File: src/rtl/surf_trig_rx.sv
// Receive side of the SURF trigger stream: validates trigger words, checks spacing,
// tracks run state and presents decoded triggers. Optional macro: TRIG_RX_TIMESTAMP_EN.
module surf_trig_rx #(
  parameter int    MIN_SPACING  = 8,
  parameter int    COUNT_WIDTH  = 16,
  parameter string CHECK_FORMAT = "TRUE"
) (
  input  logic                   ifclk,
  input  logic                   rst_i,
  input  logic                   runrst_i,
  input  logic                   runstop_i,
  input  logic                   err_clr_i,
  input  logic [31:0]            s_trig_tdata,
  input  logic                   s_trig_tvalid,
  output logic                   s_trig_tready,
  output logic                   trig_valid_o,
  input  logic                   trig_ready_i,
  output logic [11:0]            trig_addr_o,
  output logic [7:0]             trig_meta_o,
`ifdef TRIG_RX_TIMESTAMP_EN
  output logic [31:0]            trig_time_o,
`endif
  output logic                   running_o,
  output logic                   err_format_o,
  output logic                   err_spacing_o,
  output logic [COUNT_WIDTH-1:0] trig_count_o,
  output logic [COUNT_WIDTH-1:0] fmt_err_count_o,
  output logic [COUNT_WIDTH-1:0] stale_count_o
);

  localparam logic [11:0] MIN_SP = 12'(MIN_SPACING);
  localparam bit          CHK_EN = (CHECK_FORMAT == "TRUE");

  typedef enum logic {ST_STOPPED = 1'b0, ST_RUNNING = 1'b1} run_state_t;

  function automatic logic [COUNT_WIDTH-1:0] sat_inc(input logic [COUNT_WIDTH-1:0] v);
    return (&v) ? v : v + {{(COUNT_WIDTH-1){1'b0}}, 1'b1};
  endfunction

  function automatic logic fmt_ok(input logic [31:0] w);
    return (w[31:30] == 2'b10) && (w[17:16] == 2'b00) && (w[15:8] == 8'h00);
  endfunction

  run_state_t  state_r;
  logic        first_flag_r;
  logic [11:0] last_addr_r;
`ifdef TRIG_RX_TIMESTAMP_EN
  logic [31:0] ts_r;
`endif

  logic        accept_s;
  logic        good_s;
  logic        bad_s;
  logic        stale_s;
  logic        spacing_bad_s;
  logic [11:0] addr_s;
  logic [11:0] delta_s;

  assign s_trig_tready = !trig_valid_o || trig_ready_i;

  // Classify the word accepted this cycle and compute its address delta.
  always_comb begin
    accept_s      = s_trig_tvalid && s_trig_tready;
    addr_s        = s_trig_tdata[29:18];
    delta_s       = addr_s - last_addr_r;
    stale_s       = accept_s && (state_r == ST_STOPPED);
    good_s        = accept_s && (state_r == ST_RUNNING) && (!CHK_EN || fmt_ok(s_trig_tdata));
    bad_s         = accept_s && (state_r == ST_RUNNING) && !good_s;
    spacing_bad_s = good_s && !first_flag_r && (delta_s < MIN_SP);
  end

  // Run state, output register, spacing history, sticky flags and counters.
  always_ff @(posedge ifclk) begin
    if (rst_i) begin
      state_r         <= ST_STOPPED;
      running_o       <= 1'b0;
      first_flag_r    <= 1'b1;
      last_addr_r     <= 12'h000;
      trig_valid_o    <= 1'b0;
      trig_addr_o     <= 12'h000;
      trig_meta_o     <= 8'h00;
      err_format_o    <= 1'b0;
      err_spacing_o   <= 1'b0;
      trig_count_o    <= '0;
      fmt_err_count_o <= '0;
      stale_count_o   <= '0;
`ifdef TRIG_RX_TIMESTAMP_EN
      ts_r            <= 32'h0000_0000;
      trig_time_o     <= 32'h0000_0000;
`endif
    end else begin
      if (runrst_i) begin
        state_r   <= ST_RUNNING;
        running_o <= 1'b1;
      end else if (runstop_i) begin
        state_r   <= ST_STOPPED;
        running_o <= 1'b0;
      end

      if (good_s) begin
        trig_valid_o <= 1'b1;
        trig_addr_o  <= addr_s;
        trig_meta_o  <= s_trig_tdata[7:0];
`ifdef TRIG_RX_TIMESTAMP_EN
        trig_time_o  <= ts_r;
`endif
        last_addr_r  <= addr_s;
        first_flag_r <= 1'b0;
      end else if (trig_ready_i) begin
        trig_valid_o <= 1'b0;
      end

      // A run start re-arms the first-trigger exemption even if a word lands the same cycle.
      if (runrst_i) begin
        first_flag_r <= 1'b1;
      end

      if (err_clr_i) begin
        err_format_o    <= 1'b0;
        err_spacing_o   <= 1'b0;
        trig_count_o    <= '0;
        fmt_err_count_o <= '0;
        stale_count_o   <= '0;
      end else begin
        if (bad_s)         err_format_o    <= 1'b1;
        if (spacing_bad_s) err_spacing_o   <= 1'b1;
        if (good_s)        trig_count_o    <= sat_inc(trig_count_o);
        if (bad_s)         fmt_err_count_o <= sat_inc(fmt_err_count_o);
        if (stale_s)       stale_count_o   <= sat_inc(stale_count_o);
      end

`ifdef TRIG_RX_TIMESTAMP_EN
      if (runrst_i) begin
        ts_r <= 32'h0000_0000;
      end else if (state_r == ST_RUNNING) begin
        ts_r <= ts_r + 32'h0000_0001;
      end
`endif
    end
  end

endmodule
File: config.mk
export PLATFORM = sky130hd
export DESIGN_NAME = surf_trig_rx
export DESIGN_NICKNAME = d
export VERILOG_FILES = /design/src/rtl/surf_trig_rx.sv
export SDC_FILE = /design/constraint.sdc
export NUM_CORES = 1
export LEC_CHECK = 0
export CORE_MARGIN = 2
export CORE_UTILIZATION = 42
export DETAILED_ROUTE_END_ITERATION = 12
export MAX_ROUTING_LAYER = met4
export PLACE_DENSITY = 0.8
export SYNTH_ARGS = -nofsm -noshare
export SYNTH_HDL_FRONTEND = slang
export SYNTH_SLANG_ARGS = --single-unit
File: constraint.sdc
create_clock -name ifclk -period 2.08 [get_ports ifclk]
set_input_delay 0.208 -clock ifclk [delete_from_list [all_inputs] [get_ports ifclk]]
set_output_delay 0.208 -clock ifclk [all_outputs]
set_load 0.005 [all_outputs]
* Word level (Yosys, flattened, before mapping) *
Index checks and enable logic that the tools add are counted.

word-level totals
  register bits after elaboration = 73
  input port bits = 39
  output and inout bits = 73
  logic and storage cells = 49

operators by class
  add/subtract/negate cells = 4
  magnitude comparators = 1
  equal/unequal tests = 1
  muxes and demuxes = 4
  bitwise logic cells = 4
  reduce and logical (&&, ||, !) cells = 25

operators by type and width
  operator               number
  $add 16x1->16 const B  3
  $reduce_and 16->1      3
  $lt 12x4->1 const B    1
  $sub 12x12->12         1
  $logic_and 1x1->1      9
  $logic_not 8->1        1
  $reduce_and 2->1       3
  $mux 1                 4
  $not 1->1              4
  $reduce_bool 2->1      2
  $reduce_or 2->1        2
  $logic_not 1->1        3
  $eq 2x2->1 const B     1
  $logic_not 2->1        1
  $logic_or 1x1->1       1

* Depth between registers and ports, before layout *
Gate-level depths: netlist of the first run.

  word-level depth = 8
  depth in mapped cells = 9
  depth with buffers taken out = 9

* Worst setup path after synthesis of the first run *
Ideal clock, no wire load.

  kind = register -> register
  start point = register last_addr_r[4]
  end point = register err_spacing_o
  library setup time = 0.059 ns
  arrival = 2.284 ns
  data required time = 2.021 ns
  setup slack = -0.263 ns
  cell stages (with the launch flop) = 10
  path buffers = 0
  period minus slack after synthesis = 2.343 ns
  path through = dfxtp_1 > inv_1 > ha_1 > a21o_1 > a21o_1 > a41o_2 > a21o_1 > a211o_1 > a2111oi_2 > a22o_1

on the way
  cells in the longest elaborated chain, start to end = 3

RTL lines
  item                    RTL line  source
  start, declared         46        logic [11:0] last_addr_r;
  start signal, assigned  107       last_addr_r <= addr_s;
  $sub 12x12->12          65        delta_s = addr_s - last_addr_r;
  $lt 12x4->1             69        spacing_bad_s = good_s && !first_flag_r && (delta_s < MIN_SP);
  $logic_and 1x1->1       69
  end signal, assigned    83        err_spacing_o <= 1'b0;
  end signal, assigned    120       err_spacing_o <= 1'b0;
  end signal, assigned    126       if (spacing_bad_s) err_spacing_o <= 1'b1;
  end, declared           25        output logic err_spacing_o,

Every way passes these cells.
A chain may end at the register's enable or synchronous reset.

* Worst setup path after layout of the first run *
Same ends and word-level chain as after synthesis.

==> metrics, run 1 <==
root buf cell clkbuf_8; DRC violation total after the first TritonRoute iteration around 100; power density of the placed cells roughly 490 mW/mm²; Final setup viols 1; routability congestion estimate from global placement between 0.8 and 0.9; floorplan die area a little under 0.009 mm²; number of maximum-capacitance violations 0; clock tree sinks 73; Critical Path Start last_addr_r[4]; clock slew at reported path FFs roughly 0.080 ns; maximum fanout count along the critical path 3; Net Count, Synth around 470; WS Path Type reg -> reg; largest stage delay on the critical path about 0.36 ns; transition time of the tightest slew-check pin 0.515 ns; Horiz. Die Dim ~94 µm; unrepaired setup endpoints after global routing yes; H-tree lvl count 3; final hold violation count 0; Yosys warning count 0; Clock Latency Late Sink around 0.34 ns; element type at the critical path end flip-flop; normalized max-slew margin 0.657; top-level I/O count between 100 and 150; number of rows in the core area 32; Final Non-Filler Cells a little under 700; Post-synth EDFFs 0; max-slew violations 0; beginning of the worst hold path s_trig_tdata[22]; instance count after placement with tap cells included between 600 and 700; Post-Syn Instances 421; layout cells sized above 1 0.151; setup slack at placement -0.580 ns; input/output buffers ~110; list of cells traversed by the critical path inv_2 > ha_4 > a21o_1 > a21o_1 > a41o_2 > a211o_4 > xor2_2 > a2111oi_4 > a22o_1; number of register bits inferred by synthesis 73; Worst path slowest cell a211o_4; worst path required time ~2.4 ns; number of global-route vias before repair roughly 3400; largest net degree at the start of global routing 50; Vias roughly 3500; finished layout cell area about 0.0053 mm²; placed cell areas 0.00504 mm²; static leakage roughly 1.9 nW; post-route core utilization 0.681; post-synthesis instance area between 0.003 and 0.004 mm²; wire length of the first global-routing pass 15800 µm; setup ws final -0.132 ns; failing checks setup timing; class of the most critical hold timing path in -> reg; startpoint class of the critical path flip-flop; Die Ht approximately 94 µm; number of antenna violations at the first check in global routing 0; cell occurring most often along the worst timing path a21o_1; number of unique standard cell types used by synthesis 38; part of the cycle the worst path needs 1.06; residual overflow from global routing 0; area of the core region approximately 0.008 mm²; ANT cells 0; fraction of registers with async set/reset 0; number of nets in the final layout around 630; Wirelength per Cell about 14 µm; GRT Util Overall 0.228; clock tree from TritonCTS yes; CP top delay family compound AO/OA/AOI/OAI gates; post-synthesis sequential area ratio 0.425; f_max 452 MHz; initial cell density of the core 0.438; total detailed-routing wirelength 9780 µm; beginning of the worst register-to-register path last_addr_r[4]; PnR Total Power between 2 and 3 mW; post-layout min period 2.21 ns; critical path buffer and inverter count 1; first-pass detailed-route iteration total 4; Post-synth top flop dfxtp_1; antenna-violating nets left 0; maximum number of buffers from clock root to sink 2; Max VDD drop between 0.3 and 0.4 mV; P&R area growth vs syn 55.4%; DP Wirelength ~7000 µm; DRC viols 0; vias per std cell just over 5; TritonCTS buffer count 9; data arrival time of the critical path 2.49 ns; mean post-synth cell area about 8.2 µm²; worst-case clock skew around 0.017 ns; run status complete, but fails checks
-- kinds of logic (layout without fill, tap and decap cells) --
| logic type | after synthesis | in the layout | share of synthesized area |
|---|---|---|---|
| buf+inv | 32 | 193 | 0.0353 |
| simple gates | 196 | 196 | 0.265 |
| mux | 3 | 3 | 0.00874 |
| xor+xnor | 44 | 44 | 0.112 |
| compound gates | 60 | 60 | 0.106 |
| fa+ha+maj | 13 | 13 | 0.0473 |
| flops | 73 | 73 | 0.425 |
-- cell usage after synthesis (9+ instances only) --
library cell,instances,area share
inv_1,17,0.019
nand4_1,11,0.020
nand3_1,16,0.023
nor3_1,10,0.015
and3_1,9,0.016
nor2_1,54,0.059
clkbuf_1,13,0.014
a21oi_1,36,0.052
nand2_1,67,0.073
dfxtp_1,73,0.43
xnor2_1,23,0.059
xor2_1,21,0.054
ha_1,13,0.047
-- path summary, 6_finish.rpt --
check                   endpoint  slack (ns)  cells past startpoint
setup reg to reg   err_spacing_o       -0.13                      9
hold / removal    last_addr_r[4]        0.30                      3
hold reg to reg   trig_meta_o[6]        0.45                      2
setup / recovery   err_spacing_o       -0.13                      9
-- registers in the layout, indices dropped and copies added (netlist names), 8 cells and up --
register	flops
last_addr_r	12
stale_count_o	16
trig_count_o	16
fmt_err_count_o	16
trig_meta_o	8
-- what timing repair did --
item,CTS,global route
setup endpoints to repair,8,9
pin swaps,10,9
hold buffers,0,0
gates resized for setup,9,12
hold endpoints to repair,0,0
buffers inserted,1,1
-- worst reg2reg max path: stages, from the launching register on --
cell       delay (ns)
dfxtp_2          0.34
inv_2            0.04
ha_4             0.21
a21o_1           0.17
a21o_1           0.17
a41o_2           0.26
a211o_4          0.36
xor2_2           0.16
a2111oi_4        0.27
a22o_1           0.16
-- layer usage --
metal	vias up	track usage	part of all wire
li1	1740	-	-
met1	1678	0.267	0.44
met2	95	0.390	0.51
met3	18	0.0335	0.030
met4	0	0.0978	0.019
met5	-	-	0
-- cell type report --
type                       instances  area [µm²]
sequential                        73        1470
tap                              102         128
fill                             638        2500
clock inverter                     3        18.8
multi-input combinational        316        2000
clock buffer                      11         141
timing repair buffer             162        1520
inverter                          17        63.8
-- power by group --
part           switching [mW]  total, mW  internal [mW]
combinational           0.107      0.247          0.140
clock                   0.508      0.959          0.451
sequential            0.00420       1.40           1.40
total                   0.619       2.61           1.99
-- cells in the final DEF, fill, tap and decap left out, drive strengths merged, types with 16 or more instances in the layout --
cell	instances
xnor2	23
clkdlybuf4s50	110
buf	51
nor2	54
dfxtp	73
nand2	67
xor2	21
inv	17
a21oi	36
nand3	16
-- metrics by stage --
step / TNS, ns / hold slack, ns
4_1_cts: -0.114 / 0.288
2_1_floorplan: -0.101 / 0.302
6_report: -0.132 / 0.298
5_1_grt: -0.195 / 0.318
3_5_place_dp: -11.18 / 0.446
3_3_place_gp: -11.21 / 0.438
Power figures use the tool's default switching activity.
==> run 2: changes to the inputs <==
CORE_MARGIN = default   (was 2)
PLACE_DENSITY = 0.86   (was 0.8)
==> run 2 against run 1 <==
Compared with the run above: the run still ends with setup timing left; register-to-register slack about the same; via count down 2.1%; largest power group unchanged; highest routed layer unchanged; sequential cell count is the same; critical path type unchanged; largest cell class unchanged.
==> metrics, run 2 (synthesis gave the netlist of run 1 again) <==
startpoint class of the critical path flip-flop; number of global-route vias before repair about 3300; fill cell count 628; setup ws final -0.119 ns; DP Wirelength between 6000 and 7000 µm; Wirelength per Cell 13.3 µm; Post-Route Setup TNS -0.119 ns; area of the core region a little under 0.008 mm²; static leakage 1.82 nW; clock tree sinks 73; Vias between 3000 and 4000; f_max about 450 MHz; normalized max-slew margin 0.660; P&R area growth vs syn 52.4%; DRC violation total after the first TritonRoute iteration 73; initial cell density of the core 0.440; input/output buffers ~110; TritonCTS buffer count 9; post-route core utilization 0.671; largest stage delay on the critical path approximately 0.40 ns; ANT cells 0; part of the cycle the worst path needs 1.06; cell occurring most often along the worst timing path a21o_1; data arrival time of the critical path between 2 and 2.5 ns; first-pass detailed-route iteration total 4; transition time of the tightest slew-check pin a little over 0.5 ns; worst path required time 2.35 ns; most common cell after layout, fill and taps aside clkdlybuf4s50_1; worst-case clock skew approximately 0.0094 ns; largest registers fmt_err_count_o x16, stale_count_o x16, trig_count_o x16; largest net degree at the start of global routing 50; Horiz. Die Dim approximately 92 µm; layout cells sized above 1 0.128; WS Path Type reg -> reg; max-slew violations 0; residual overflow from global routing 0; total detailed-routing wirelength roughly 9000 µm; top-level I/O count between 100 and 150; class of the most critical hold timing path in -> reg; Critical Path Start last_addr_r[4]; final hold violation count 0; antenna-violating nets left 0; unrepaired setup endpoints after global routing yes; number of rows in the core area 32; beginning of the worst hold path s_trig_tdata[22]; routability congestion estimate from global placement 0.850; vias per std cell roughly 5.1; placed cell areas 0.00499 mm²; failing checks setup timing; element type at the critical path end flip-flop; maximum fanout count along the critical path 4; wire length of the first global-routing pass 14800 µm; power density of the placed cells 543 mW/mm²; list of cells traversed by the critical path inv_2 > ha_4 > a21o_1 > a21o_1 > a41o_2 > a211o_4 > a2111o_1 > o21ai_1 > a22o_1; maximum number of buffers from clock root to sink 2; number of nets in the final layout 624; Die Ht between 90 and 100 µm; DRC viols 0; Clock Latency Late Sink ~0.33 ns; Worst path slowest cell a2111o_1; beginning of the worst register-to-register path last_addr_r[4]; GRT Util Overall 0.220; number of maximum-capacitance violations 0; H-tree lvl count 3; finished layout cell area ~0.0052 mm²; post-layout min period approximately 2.2 ns; root buf cell clkbuf_8; run status complete, but fails checks; Max VDD drop ~0.33 mV; number of antenna violations at the first check in global routing 0; clock tree from TritonCTS yes; floorplan die area about 0.0085 mm²; Final setup viols 1; clock slew at reported path FFs around 0.080 ns; highest-count cells in the layout ignoring fill and taps clkdlybuf4s50_1 (110), dfxtp_1 (70), nand2_1 (67), nor2_1 (54), buf_4 (43)
==> run 2: cell count changes in the layout (fill, tap and decap cells not counted), moves of 2 or more <==
cell / before / now
buf_4: 48 / 43
xor2_1: 18 / 21
xor2_2: 3 / 0
bufinv_16: 0 / 2
ha_4: 3 / 1
ha_1: 9 / 11
clkinvlp_4: 0 / 2
==> run 2: metrics by stage <==
step	cells	setup WS, ns	power, mW	hold slack [ns]
6_report	678	-0.119	2.84	0.314
5_1_grt	678	-0.218	2.95	0.314
4_1_cts	678	-0.122	2.87	0.300
3_5_place_dp	663	-0.562	1.66	0.443
3_3_place_gp	663	-0.509	1.65	0.438
2_1_floorplan	421	-0.101	1.53	0.302
==> run 2: metal layers <==
| layer | GRT usage | vias up | part of all wire |
|---|---|---|---|
| li1 | - | 1735 | - |
| met1 | 0.251 | 1634 | 0.45 |
| met2 | 0.391 | 74 | 0.50 |
| met3 | 0.0369 | 14 | 0.039 |
| met4 | 0.0690 | 0 | 0.013 |
| met5 | - | - | 0 |
==> run 2: critical path, delay by kind of cell, from the launching register on <==
kind                       cells  cell delay [ns]
DFF                            1             0.34
AOI/OAI and AO/OA              7             1.55
adders and majority gates      1             0.20
buffers and inverters          1             0.04
==> run 2: final cells by class <==
| cell class | count | area [µm²] | area share |
|---|---|---|---|
| Multi-Input combinational cell | 316 | 1910 | 0.365 |
| Sequential cell | 73 | 1470 | 0.280 |
| Timing Repair Buffer | 155 | 1450 | 0.277 |
| Clock buffer | 10 | 138 | 0.0263 |
| Tap cell | 102 | 128 | 0.0244 |
| Clock inverter | 5 | 80.1 | 0.0153 |
| Inverter | 17 | 63.8 | 0.0122 |
==> run 2: where the power goes <==
| part | switching [mW] | internal, mW |
|---|---|---|
| combinational | 0.0947 | 0.132 |
| sequential | 0.00396 | 1.40 |
| clock | 0.514 | 0.700 |
| total | 0.613 | 2.23 |
==> run 2: path summary, 6_finish.rpt <==
path / to / cells past startpoint / slack [ns]
worst min register to register: trig_meta_o[4] / 2 / 0.45
worst min-delay path: last_addr_r[4] / 3 / 0.31
worst max-delay path: err_spacing_o / 9 / -0.12
worst max register to register: err_spacing_o / 9 / -0.12
==> run 2: repair_timing <==
item	4_1_cts	5_1_grt
endpoints found under the setup margin	9	9
hold buffers	0	0
setup buffers	0	0
resized for setup	6	3
pin swaps	3	2
hold endpoints to repair	0	0
==> run 3: changes to the inputs <==
CTS_CLUSTER_DIAMETER = 60   (was default)
==> results of run 3 <==
Same layout as run 2: the final DEF is identical, and so are final timing and power.
